`config.mk`:
```
export PLATFORM = sky130hd
export DESIGN_NAME = imem_load_arbiter
export DESIGN_NICKNAME = d
export VERILOG_FILES = /design/src/rtl/imem_pkg.sv /design/src/rtl/imem_byte_packer.sv /design/src/rtl/imem_load_arbiter.sv
export SDC_FILE = /design/constraint.sdc
export NUM_CORES = 1
export LEC_CHECK = 0
export BUFFER_PORTS_ARGS = -buffer_cell sky130_fd_sc_hd__buf_2
export CAP_MARGIN = 20
export CORE_MARGIN = 4
export CORE_UTILIZATION = 44
export DETAILED_ROUTE_END_ITERATION = 8
export PLACE_DENSITY = 0.81
export SLEW_MARGIN = 0
export SYNTH_ARGS = -nofsm -noshare
export SYNTH_HDL_FRONTEND = slang
export SYNTH_SLANG_ARGS = --single-unit
```
`constraint.sdc`:
```
create_clock -name clk -period 2.3 [get_ports clk]
set_input_delay 0.115 -clock clk [delete_from_list [all_inputs] [get_ports clk]]
set_output_delay 0.115 -clock clk [all_outputs]
set_load 0.1 [all_outputs]
```
`src/rtl/imem_pkg.sv`:
```
// Shared types and defaults for the instruction-memory load arbiter.
package imem_pkg;

  localparam int unsigned IMEM_INSTR_WIDTH = 32;
  localparam int unsigned IMEM_DEPTH       = 9;
  localparam int unsigned BYTES_PER_WORD   = 4;

  typedef enum logic [1:0] {
    StIdle,
    StLoad,
    StWrite,
    StDone
  } state_e;

endpackage

```
`src/rtl/imem_byte_packer.sv`:
```
// Assembles loader bytes big-endian into words; first byte lands in the top lane.
module imem_byte_packer
  import imem_pkg::*;
(
  input  logic                          clk,
  input  logic                          rst,
  input  logic                          clear,
  input  logic                          byte_en,
  input  logic [7:0]                    byte_data,
  output logic [8*BYTES_PER_WORD-1:0]   word,
  output logic                          word_valid
);

  localparam int unsigned CntW = $clog2(BYTES_PER_WORD);

  logic [CntW-1:0]               cnt_q;
  logic [8*BYTES_PER_WORD-1:0]   shift_q;

  // Counter wraps naturally from the last lane back to 0.
  always_ff @(posedge clk or posedge rst) begin
    if (rst) begin
      cnt_q   <= '0;
      shift_q <= '0;
    end else if (clear) begin
      cnt_q   <= '0;
      shift_q <= '0;
    end else if (byte_en) begin
      cnt_q   <= cnt_q + 1'b1;
      shift_q <= {shift_q[8*BYTES_PER_WORD-9:0], byte_data};
    end
  end

  assign word       = shift_q;
  assign word_valid = byte_en && (cnt_q == CntW'(BYTES_PER_WORD - 1));

endmodule

```
`src/rtl/imem_load_arbiter.sv`:
```
// Shares the instruction memory between a byte-serial loader and the core fetch port.
// Optional checksum phase enabled by defining IMEM_LOAD_CHECKSUM_EN.
module imem_load_arbiter
  import imem_pkg::*;
#(
  parameter int unsigned INSTR_WIDTH = IMEM_INSTR_WIDTH,
  parameter int unsigned ADDR_WIDTH  = 32,
  parameter int unsigned DEPTH       = IMEM_DEPTH,
  parameter int unsigned IDX_W       = $clog2(DEPTH)
) (
  input  logic                   clk,
  input  logic                   rst,
  input  logic                   load_start,
  input  logic [IDX_W:0]         load_len,
  input  logic                   byte_valid,
  input  logic [7:0]             byte_data,
  output logic                   byte_ready,
  input  logic [ADDR_WIDTH-1:0]  cpu_fetch_addr,
  output logic [INSTR_WIDTH-1:0] cpu_instr,
  output logic                   cpu_stall,
  output logic                   mem_we,
  output logic [IDX_W-1:0]       mem_waddr,
  output logic [INSTR_WIDTH-1:0] mem_wdata,
  output logic [IDX_W-1:0]       mem_raddr,
  input  logic [INSTR_WIDTH-1:0] mem_rdata,
  output logic                   load_done,
  output logic                   load_error
);

  localparam logic [IDX_W:0] DepthL = (IDX_W + 1)'(DEPTH);

  state_e                 state_q, state_d;
  logic [IDX_W:0]         word_cnt_q, len_q;
  logic                   load_error_q;
  logic [INSTR_WIDTH-1:0] word;
  logic                   word_valid, byte_en, start_ok, last_word, chk_phase, chk_bad;
  logic [IDX_W-1:0]       fetch_row;
  logic                   fetch_ok;

  assign byte_en   = byte_valid && byte_ready;
  assign start_ok  = (state_q == StIdle) && load_start && (load_len != '0) && (load_len <= DepthL);
  assign last_word = (word_cnt_q + 1'b1) == len_q;
  assign fetch_row = cpu_fetch_addr[IDX_W+1:2];
  assign fetch_ok  = (cpu_fetch_addr[1:0] == 2'b00) && ({1'b0, fetch_row} < DepthL);

  imem_byte_packer u_packer (
    .clk        (clk),
    .rst        (rst),
    .clear      (start_ok),
    .byte_en    (byte_en),
    .byte_data  (byte_data),
    .word       (word),
    .word_valid (word_valid)
  );

`ifdef IMEM_LOAD_CHECKSUM_EN
  localparam state_e AfterLast = StLoad;
  logic                   chk_phase_q;
  logic [INSTR_WIDTH-1:0] xor_q;

  always_ff @(posedge clk or posedge rst) begin
    if (rst) begin
      chk_phase_q <= 1'b0;
      xor_q       <= '0;
    end else if (start_ok) begin
      chk_phase_q <= 1'b0;
      xor_q       <= '0;
    end else if (state_q == StWrite) begin
      xor_q <= xor_q ^ word;
      if (last_word) chk_phase_q <= 1'b1;
    end
  end

  assign chk_phase = chk_phase_q;
  // The 4th checksum byte is still on the input, so compare the word as it would be packed.
  assign chk_bad   = chk_phase_q && word_valid && ({word[INSTR_WIDTH-9:0], byte_data} != xor_q);
`else
  localparam state_e AfterLast = StDone;
  assign chk_phase = 1'b0;
  assign chk_bad   = 1'b0;
`endif

  always_ff @(posedge clk or posedge rst) begin
    if (rst) begin
      state_q      <= StIdle;
      word_cnt_q   <= '0;
      len_q        <= '0;
      load_error_q <= 1'b0;
    end else begin
      state_q <= state_d;
      if (start_ok) begin
        word_cnt_q   <= '0;
        len_q        <= load_len;
        load_error_q <= 1'b0;
      end else if ((state_q == StIdle) && load_start) begin
        load_error_q <= 1'b1;
      end
      if (state_q == StWrite) word_cnt_q <= word_cnt_q + 1'b1;
      if (chk_bad) load_error_q <= 1'b1;
    end
  end

  always_comb begin
    state_d = state_q;
    unique case (state_q)
      StIdle:  if (start_ok) state_d = StLoad;
      StLoad:  if (word_valid) state_d = chk_phase ? StDone : StWrite;
      StWrite: state_d = last_word ? AfterLast : StLoad;
      StDone:  state_d = StIdle;
      default: state_d = StIdle;
    endcase
  end

  always_comb begin
    byte_ready = 1'b0;
    cpu_stall  = 1'b0;
    mem_we     = 1'b0;
    load_done  = 1'b0;
    cpu_instr  = '0;
    unique case (state_q)
      StIdle:  cpu_instr = fetch_ok ? mem_rdata : '0;
      StLoad: begin
        cpu_stall  = 1'b1;
        byte_ready = 1'b1;
      end
      StWrite: begin
        cpu_stall = 1'b1;
        mem_we    = 1'b1;
      end
      StDone: begin
        load_done = 1'b1;
        cpu_instr = fetch_ok ? mem_rdata : '0;
      end
      default: ;
    endcase
  end

  assign mem_waddr  = word_cnt_q[IDX_W-1:0];
  assign mem_wdata  = mem_we ? word : '0;
  assign mem_raddr  = fetch_row;
  assign load_error = load_error_q;

endmodule

```
==> results.md <==
Finish:
- Summing all multi-input logic gate instances after layout gives 1389 µm².
- Registers take 1176 µm².
- After filler insertion, the fill cell instance count of the layout stands at 432.
- The number of antenna diodes in the final layout is 0.
- The final core utilization is 0.7048.
- The number of nets in the final layout is 507.
- In the final layout, the share of cells above drive strength 1 is 0.5119.
- Leaving out filler cells and counting taps, the final layout contains 492.
- From synthesis to final layout, the design area changed by 51.02%.

Floorplan:
- The die outline height is 85.59 µm.
- In this run the horizontal extent of the chip is 85.59 µm.
- The die covers 7326 µm².
- The standard cell core area is 5675 µm².
- In this run the count of I/O pins placed on the die edge is 158.
- After floorplanning, the core was divided into 27 placement rows.
- The starting utilization of the core area is 0.4667.

Synthesis:
- Synthesis inferred 47 register bits.
- The share of synthesized area in the top cell type comes to 0.4440.
- The most frequent cell after synthesis is nand2_1.
- A synthesized cell averages 8.800 µm².
- The most used flip-flop cell after synthesis is dfrtp_1.
- By count the netlist is led by nand2_1, and2_1, dfrtp_1, a21oi_1, clkbuf_1.
- Summed over all instances, the cell type with the most area after synthesis is dfrtp_1.
- The cell count after synthesis is 301.
- The number of nets handed over by synthesis was 389.
- The post-synthesis sequential area ratio is 0.4440.
- The number of distinct library cells after synthesis is 36.
- The async set or reset register ratio after synthesis is 1.000.
- Sorting the synthesized cells by area gives the leading types as dfrtp_1, and2_1, nand2_1.
- The count of yosys warnings during synthesis is 0.
- In this run the cell area of the synthesized design comes to 2649 µm².
- The synthesized design contains 0 enable-type register cells.

Setup path:
- The launching element type of the critical path is a flip-flop.
- The slowest stage of the critical path is the dfrtp_1 cell.
- The largest driver fanout on the critical path is 16.
- The kind of capture point of the worst setup path is an output port.
- The launch instance of the worst register-to-register path is state_q[0].
- STA puts the critical path data required time at 2.18 ns.
- The kind of critical path is flip-flop to output port.
- Walking the worst path, the cells encountered are inv_1, ha_1, nor4_4, buf_6, and2_2, buf_12.
- On the worst path, the slowest cell contributes a delay of 0.43 ns.
- The cell family contributing the most delay on the critical path is buffers and inverters.
- Counting both buffers and inverters, the worst setup path holds a total of 3.
- Data arrives at the worst endpoint at 2.04 ns.
- The first element of the critical path is state_q[1].

Status:
- The flow ran to the end, and the final reports show no timing, DRC or antenna violations.

CTS:
- Buffers inserted to repair hold after CTS numbered 0.
- The TritonCTS sink count is 47.
- The tree is rooted in a clkbuf_8.
- CTS built an H-tree with a depth of 2.
- The clock buffer count from CTS is 5.
- The latest clock arrival within the worst-skew pair is 0.30 ns.
- The number of buffers between clock root and the deepest sink is 2.
- TritonCTS built the clock tree.
- The clock transition at the registers of the reported paths is 0.09 ns.

STA:
- The routed design could run at a clock period as short as 2.150 ns.
- The max-slew violation total from the final report is 0.
- Static timing analysis puts the maximum clock frequency at 465.1 MHz.
- On the final layout, the worst hold slack is 0.03942 ns.
- For the final database, setup skew stands at 0.009834 ns.
- Setup repair after global routing left no endpoint under its margin.
- Setup violations remaining at the end of the flow were counted as 0.
- Dividing the final minimum period by the clock period gives 0.9349.
- The worst slew slack as a fraction of its limit is 0.3579.
- The count of final hold-check violations was 0.
- For the pin with the worst max-slew slack, the measured transition is 0.9618 ns.

Detailed routing:
- The first-pass iteration count of the detailed router is 4.
- After detailed routing, the number of remaining DRC violations is 0.
- Dividing the detail-routed wire length by the instance count gives 14.90 µm.
- In this run, the number of DRC markers left after iteration 0 of detailed routing was 113.
- The vias after detailed routing is 2444.
- The remaining antenna violation count after routing is 0.
- The detailed-route wire length is 7333 µm.
- In the routed layout, each cell is associated on average with a via count of 4.967.

GRT:
- The pin count of the biggest net entering global routing is 48.
- The overall global routing resource usage is 0.2047.
- The number of global-route vias before repair is 2545.
- The first global-routing pass estimated 12120 µm of wire.
- The initial antenna violation count is 0.
- The global route total overflow is 0.

Power and ir drop:
- The leakage power total is 0.002028 µW.
- The power after layout is 5113 µW.
- Dividing total power by cell area gives a power density of 1278 nW/µm².
- The largest voltage drop on the vdd net is 650.6 µV.

Placement:
- During placement, the flow inserted port buffers numbering 131.
- The routability-driven placement congestion ratio is 0.8128.
- The half-perimeter wire length of the detailed placement result is 5538 µm.
- Including well taps, the total number of placed cells is 483.

Flow run:
- The total of max-cap violations is 0.

Hold path:
- The worst hold path belongs to the class primary input to async pin.
-- registers in the layout, summed over array words and instances (netlist names) --
name / cells
u_packer.word: 32
state_q: 2
u_packer.cnt_q: 2
word_cnt_q: 5
load_error: 1
len_q: 5
-- cell type report --
type,count,area share
tap,72,0.02252
clock inverter,2,0.009697
timing repair buffer,138,0.3022
sequential,47,0.2940
inverter,4,0.003754
multi-input combinational,223,0.3472
clock buffer,6,0.02064
-- report_power, final --
group / total (µW) / switching (µW) / leakage, µW / internal [µW]
combinational: 3030 / 2180 / 0.00135 / 848
clock: 640 / 282 / 0.0000618 / 358
sequential: 1450 / 269 / 0.000614 / 1180
total: 5110 / 2730 / 0.00203 / 2380
-- per-stage QoR --
step | instance area, µm² | TNS (ns) | setup WS [ns]
detailed placement | 3855 | 0 | 0.3482
CTS | 3976 | 0 | 0.1101
floorplan | 2733 | -4.863 | -0.1188
global placement | 3855 | 0 | 0.4802
global route | 4000 | 0 | 0.01171
finish | 4000 | 0 | 0.1497
-- final timing paths --
path,endpoint,slack [ns],cells after the start
setup / recovery,cpu_instr[20],0.15,6
hold / removal,u_packer.word[14],0.04,2
setup reg to reg,state_q[1],0.29,6
hold reg to reg,load_error,0.52,2
max in group asynchronous,u_packer.word[23],1.67,2
min in group clk,u_packer.word[4],0.04,3
-- placed cells by master, fill, tap and decap left out, drive strengths merged --
master | synthesis | routed
buf | 12 | 138
nand2 | 71 | 71
and2 | 67 | 67
dfrtp | 47 | 47
a21oi | 35 | 35
ha | 7 | 7
clkbuf | 15 | 6
nor2 | 5 | 5
a22o | 5 | 5
xnor2 | 4 | 4
inv | 3 | 4
mux2i | 3 | 3
o21ai | 3 | 3
and3 | 2 | 2
xor2 | 2 | 2
o211ai | 2 | 2
nand3 | 2 | 2
nor4 | 2 | 2
and3b | 1 | 1
or4 | 1 | 1
a21boi | 1 | 1
clkinv | 1 | 1
nor3 | 1 | 1
a21o | 1 | 1
nand3b | 1 | 1
o21ba | 1 | 1
a221oi | 1 | 1
nor3b | 1 | 1
xnor3 | 1 | 1
a2111o | 1 | 1
o31a | 1 | 1
a31o | 1 | 1
bufinv | 0 | 1
-- kinds of logic after synthesis --
| family | count (synthesis) | synth area share |
|---|---|---|
| AND/OR/NAND/NOR | 154 | 0.2962 |
| AO/OA/AOI/OAI | 52 | 0.1205 |
| flip-flops | 47 | 0.4440 |
| buffers and inverters | 31 | 0.06660 |
| XOR/XNOR | 7 | 0.02834 |
| adder cells (fa/ha/maj) | 7 | 0.03306 |
| multiplexers | 3 | 0.01134 |
-- routing by layer --
| metal | vias to the layer above | track usage | part of all wire |
|---|---|---|---|
| met4 | 0 | 0.06906 | 0.020 |
| met1 | 1145 | 0.2332 | 0.38 |
| met2 | 83 | 0.3602 | 0.52 |
| met3 | 12 | 0.06724 | 0.077 |
| met5 | - | 0 | 0 |
| li1 | 1204 | - | - |
-- what timing repair did --
item / in CTS / in global routing
buffers inserted: 0 / 0
endpoints found under the setup margin: 0 / 32
resized for setup: 0 / 5
No activity file was read; power rests on OpenSTA's default activity.
